File: src/rtl/pixel_encoder_if.sv
// Pixel-in / line-out handshake bundle for the pixel encoder.
interface pixel_encoder_if;
    logic [7:0]  pixel_in;
    logic        pixel_valid;
    logic        pixel_ready;
    logic        flush;
    logic [23:0] line_out;
    logic        line_valid;
    logic        line_ready;
    logic        line_last;
    logic [7:0]  line_idx;

    // Encoder side
    modport slave (
        input  pixel_in, pixel_valid, flush, line_ready,
        output pixel_ready, line_out, line_valid, line_last, line_idx
    );

    // Upstream pixel source and downstream line writer side
    modport master (
        output pixel_in, pixel_valid, flush, line_ready,
        input  pixel_ready, line_out, line_valid, line_last, line_idx
    );
endinterface

File: src/rtl/pixel_encoder.sv
// Quantises 8-bit pixels to 1 bit and packs 24 of them into a line word.
// Assembly register plus output holding register, so intake continues while
// a finished line waits for the writer.
module pixel_encoder #(
    parameter int unsigned BP    = 0,
    parameter int unsigned LINES = 24
) (
    input  logic            clk,
    input  logic            rstn,
    pixel_encoder_if.slave  bus
);

    localparam int unsigned LINE_W = 24;
    localparam int unsigned COL_W  = 5;
    localparam int unsigned IDX_W  = 8;
    localparam int unsigned PIX_W  = 8;

    localparam logic [COL_W-1:0] COL_LAST   = COL_W'(LINE_W - 1);
    localparam logic [IDX_W-1:0] IDX_LAST   = IDX_W'(LINES - 1);
    localparam logic [PIX_W-1:0] PIX_THRESH = PIX_W'(1 << BP);

    logic [COL_W-1:0]  col_q,        col_n;
    logic [LINE_W-1:0] asm_q,        asm_n;
    logic              pend_q,       pend_n;
    logic              ready_en_q;
    logic [IDX_W-1:0]  cnt_q,        cnt_n;
    logic [LINE_W-1:0] line_out_q,   line_out_n;
    logic              line_valid_q, line_valid_n;
    logic              line_last_q,  line_last_n;
    logic [IDX_W-1:0]  line_idx_q,   line_idx_n;

    logic              q_bit;
    logic              free_c;
    logic              ready_c;
    logic              accept_c;
    logic              close_c;
    logic              want_flush_c;
    logic [COL_W-1:0]  col_acc_c;
    logic [LINE_W-1:0] asm_acc_c;

    // Ready and close decisions; next values for every register
    always_comb begin
        q_bit        = (bus.pixel_in >= PIX_THRESH);
        free_c       = !line_valid_q || bus.line_ready;
        ready_c      = ready_en_q && !pend_q && !((col_q == COL_LAST) && !free_c);
        accept_c     = bus.pixel_valid && ready_c;

        asm_acc_c    = asm_q;
        col_acc_c    = col_q;
        if (accept_c) begin
            col_acc_c = col_q + COL_W'(1);
            if (q_bit) begin
                asm_acc_c = asm_q | (LINE_W'(1) << col_q);
            end
        end

        want_flush_c = (bus.flush || pend_q) && (col_acc_c != '0);
        close_c      = free_c && ((accept_c && (col_q == COL_LAST)) || want_flush_c);

        col_n        = col_acc_c;
        asm_n        = asm_acc_c;
        pend_n       = pend_q;
        cnt_n        = cnt_q;
        line_out_n   = line_out_q;
        line_valid_n = line_valid_q;
        line_last_n  = line_last_q;
        line_idx_n   = line_idx_q;

        if (line_valid_q && bus.line_ready) begin
            line_valid_n = 1'b0;
        end

        if (close_c) begin
            line_out_n   = asm_acc_c;
            line_valid_n = 1'b1;
            line_idx_n   = cnt_q;
            line_last_n  = (cnt_q == IDX_LAST);
            cnt_n        = (cnt_q == IDX_LAST) ? '0 : cnt_q + IDX_W'(1);
            col_n        = '0;
            asm_n        = '0;
            pend_n       = 1'b0;
        end else if (want_flush_c) begin
            // Output register busy: hold the flush until it frees up
            pend_n = 1'b1;
        end
    end

    // State registers, cleared asynchronously
    always_ff @(posedge clk or negedge rstn) begin
        if (!rstn) begin
            col_q        <= '0;
            asm_q        <= '0;
            pend_q       <= 1'b0;
            ready_en_q   <= 1'b0;
            cnt_q        <= '0;
            line_out_q   <= '0;
            line_valid_q <= 1'b0;
            line_last_q  <= 1'b0;
            line_idx_q   <= '0;
        end else begin
            col_q        <= col_n;
            asm_q        <= asm_n;
            pend_q       <= pend_n;
            ready_en_q   <= 1'b1;
            cnt_q        <= cnt_n;
            line_out_q   <= line_out_n;
            line_valid_q <= line_valid_n;
            line_last_q  <= line_last_n;
            line_idx_q   <= line_idx_n;
        end
    end

    assign bus.pixel_ready = ready_c;
    assign bus.line_out    = line_out_q;
    assign bus.line_valid  = line_valid_q;
    assign bus.line_last   = line_last_q;
    assign bus.line_idx    = line_idx_q;

endmodule

File: src/flat_wrapper.sv
// flat-port wrapper written by rule: the top's interface ports become plain ports
module pixel_encoder_flat 
#(
    parameter int unsigned BP    = 0,
    parameter int unsigned LINES = 24
)
  (clk, rstn, bus_pixel_in, bus_pixel_valid, bus_flush, bus_line_ready, bus_pixel_ready, bus_line_out, bus_line_valid, bus_line_last, bus_line_idx);
  pixel_encoder_if bus_i ();
  input  logic clk;
  input  logic rstn;
  input wire logic [$bits(bus_i.pixel_in)-1:0] bus_pixel_in;
  input wire logic [$bits(bus_i.pixel_valid)-1:0] bus_pixel_valid;
  input wire logic [$bits(bus_i.flush)-1:0] bus_flush;
  input wire logic [$bits(bus_i.line_ready)-1:0] bus_line_ready;
  output wire logic [$bits(bus_i.pixel_ready)-1:0] bus_pixel_ready;
  output wire logic [$bits(bus_i.line_out)-1:0] bus_line_out;
  output wire logic [$bits(bus_i.line_valid)-1:0] bus_line_valid;
  output wire logic [$bits(bus_i.line_last)-1:0] bus_line_last;
  output wire logic [$bits(bus_i.line_idx)-1:0] bus_line_idx;
  assign bus_i.pixel_in = bus_pixel_in;
  assign bus_i.pixel_valid = bus_pixel_valid;
  assign bus_i.flush = bus_flush;
  assign bus_i.line_ready = bus_line_ready;
  assign bus_pixel_ready = bus_i.pixel_ready;
  assign bus_line_out = bus_i.line_out;
  assign bus_line_valid = bus_i.line_valid;
  assign bus_line_last = bus_i.line_last;
  assign bus_line_idx = bus_i.line_idx;
  pixel_encoder #(.BP(BP), .LINES(LINES)) u_core (.clk(clk), .rstn(rstn), .bus(bus_i));
endmodule
File: config.mk
export PLATFORM = sky130hd
export DESIGN_NAME = pixel_encoder_flat
export DESIGN_NICKNAME = d
export VERILOG_FILES = /design/src/rtl/pixel_encoder_if.sv /design/src/rtl/pixel_encoder.sv /design/src/flat_wrapper.sv
export SDC_FILE = /design/constraint.sdc
export NUM_CORES = 1
export LEC_CHECK = 0
export CAP_MARGIN = 10
export CORE_UTILIZATION = 36
export DETAILED_ROUTE_END_ITERATION = 12
export PLACE_DENSITY_LB_ADDON = 0.12
export SKIP_CTS_REPAIR_TIMING = 1
export SKIP_LAST_GASP = 1
export SLEW_MARGIN = 15
export SYNTH_ARGS = -nofsm -noshare
export SYNTH_HDL_FRONTEND = slang
export SYNTH_SLANG_ARGS = --single-unit
File: constraint.sdc
create_clock -name clk -period 6.45 [get_ports clk]
set_input_delay 1.29 -clock clk [delete_from_list [all_inputs] [get_ports clk]]
set_output_delay 1.29 -clock clk [all_outputs]
set_load 0.1 [all_outputs]
==> qor.yml <==
multi_input_area_um2: 1120
critPathMaxFanout: 4
via_count: 2181
path_clk_slew_ps: 70
drc_errors: 0
overflow: 0
hpwl_um: 4020
rsz0062_at_grt: "no"
final_util_pct: 46.2
drv_cap: 0
numClockSinks: 73
mappedNetlistArea_um2: 3070
antenna_found_initial: 0
timing.critical_path.arrival_ps: 3240
finalHoldViolations: 0
yosysSeqAreaShare_pct: 59.4
synth_cell_types: 41
grt_pass1_wl_um: 10500
setup_viol: 0
die-area_um2: 8910
cts-root-buf: "clkbuf_8"
r2r_setup_slack_ps: 3370
cts_tree: "done"
die_h_um: 94.4
worstPathRequired_ps: 5160
period_share_pct: 70.3
fp-row-count: 33
timing.final.crit_period_ps: 4530
slew_headroom_pct: 25.8
cts_buffer_depth: 2
start_util_pct: 37.2
grt_pass1_vias: 2075
finalMaxSlewViolations: 0
cts_max_level: 3
die_w_um: 94.4
layout-drive-gt1-share_pct: 8.96
clock_skew_ps: 10.0
synth.net_count: 305
final_cells: 440
end_kind: "output pin"
critPathKind: "primary input to output pin"
track_usage_pct: 15.4
core_area_um2: 8260
seqCellArea_um2: 1830
pin_count: 48
ant_nets: 0
synth_ff_type: "dfrtp_1"
holdWs_ps: 480
detail_route.wirelength_um: 6180
synth_seq_cells: 73
fmax_ghz: 0.221
syn_inst: 285
synth_edf_count: 0
async_flop_share_pct: 100
hold_class: "flop to flop"
n_antenna_cell: 0
final_nets: 350
outcome: "finished, final reports clean"
post_drt_wl_per_cell_um: 14.1
drt_iter0_markers: 145
nFillCells: 812
gp_congestion: 0.723
insertion_delay_ps: 340
worst_pin_slew_ps: 1110
grt_max_degree: 74
viasPerCell: 4.96
dp.cells: 424
drtPass1Iterations: 4
area_delta_synth_final_pct: 24.2
numCtsBuffers: 9
totalNegativeSetupSlack_ps: 0
yosys_warnings: 0
avgSynthCellArea_um2: 10.8
worst_setup_path_start_kind: "primary input"
port_buffers: 47
==> metrics by stage <==
| step | setup slack (ps) | area, um2 |
|---|---|---|
| 2_1_floorplan | 3010 | 3070 |
| 3_3_place_gp | 1930 | 3600 |
| 3_5_place_dp | 1910 | 3600 |
| 4_1_cts | 1910 | 3820 |
| 5_1_grt | 1860 | 3820 |
| 6_report | 1920 | 3820 |
==> synthesized netlist by cell type (2+ instances only) <==
cell type	instances	area share [%]
xnor2_1	5	1.4
dfrtp_1	73	59
nor2b_1	4	0.81
buf_4	5	1.2
clkbuf_1	2	0.24
a31oi_1	10	2.0
mux2i_1	3	0.98
o31a_1	2	0.57
nand2_1	8	0.98
inv_1	7	0.86
ha_1	7	2.9
a21oi_1	42	6.8
o21ai_0	4	0.65
nor2_1	57	7.0
nor4_1	4	0.81
mux2_2	8	2.9
nor3b_1	2	0.49
nand3_1	7	1.1
or4_1	2	0.49
a211oi_1	3	0.73
buf_2	8	1.3
and3_1	3	0.61
==> worst paths after layout <==
check | from | endpoint | cells past startpoint
worst max-delay path | bus_line_ready | bus_pixel_ready | 4
worst min-delay path | u_core.asm_q[0]$_DFF_PN0_ | u_core.asm_q[0]$_DFF_PN0_ | 2
worst max register to register | u_core.col_q[2]$_DFF_PN0_ | u_core.bus.line_out[12]$_DFFE_PN0P_ | 7
worst min register to register | u_core.asm_q[0]$_DFF_PN0_ | u_core.asm_q[0]$_DFF_PN0_ | 2
max in group asynchronous | rstn | u_core.asm_q[0]$_DFF_PN0_ | 2
min in group asynchronous | rstn | u_core.bus.line_out[17]$_DFFE_PN0P_ | 2
==> per-layer routing <==
layer | vias up | GRT usage (%) | wire length [um]
met2 | 42 | 23.8 | 2860
met4 | 0 | 3.85 | 57
met5 | - | 0 | 0
li1 | 1075 | - | -
met3 | 6 | 5.64 | 296
met1 | 1058 | 20.6 | 2960
==> cells in the final DEF, fill, tap and decap left out, types with 2 or more instances in the layout <==
master / synthesis / routed
xnor2_1: 5 / 5
bufinv_16: 0 / 2
nor2b_1: 4 / 4
nand2_1: 8 / 8
inv_1: 7 / 7
a21oi_1: 42 / 42
buf_4: 5 / 3
a211oi_1: 3 / 3
nor4_1: 4 / 4
or4_1: 2 / 2
clkinv_2: 0 / 2
mux2_2: 8 / 8
clkbuf_8: 0 / 10
o21ai_0: 4 / 4
a31oi_1: 10 / 10
mux2i_1: 3 / 3
nand3_1: 7 / 7
and3_1: 3 / 3
ha_1: 7 / 7
o31a_1: 2 / 2
nor2_1: 57 / 57
dfrtp_1: 73 / 73
nor3b_1: 2 / 2
clkdlybuf4s50_1: 0 / 46
==> registers in the layout, summed over array words and instances, names as in the netlist <==
signal / count
u_core.pend_q: 1
u_core.asm_q: 24
u_core.bus.line_valid: 1
u_core.col_q: 5
u_core.bus.line_last: 1
u_core.bus.line_idx: 8
u_core.bus.line_out: 24
u_core.ready_en_q: 1
u_core.cnt_q: 8
==> logic make-up (layout without fill, tap and decap cells) <==
family / Yosys count / in the layout / synth area share (%)
other: 1 / 1 / 0.122
XOR/XNOR: 6 / 6 / 1.71
adder cells (fa/ha/maj): 7 / 7 / 2.85
AO/OA/AOI/OAI: 70 / 70 / 13.6
buffers and inverters: 23 / 73 / 3.99
AND/OR/NAND/NOR: 94 / 94 / 14.4
multiplexers: 11 / 11 / 3.91
flip-flops: 73 / 73 / 59.4
==> critical path, stage by stage <==
cell and delay (ps):
clkdlybuf4s50_1 470, nand2b_1 180, o211a_1 180, clkdlybuf4s50_1 1120
==> area by class of cell <==
class                   count  area share, %
clock buffers              11           3.70
repair buffers             50           12.8
inverters                   7          0.689
multi-input cells         189           29.4
clock inverters             5           2.07
well taps                 105           3.44
flip-flops and latches     73           47.9
Power is left out: the tool's default activity adds up to more than one toggle a clock period on the data nets, which glitch-free logic cannot reach.
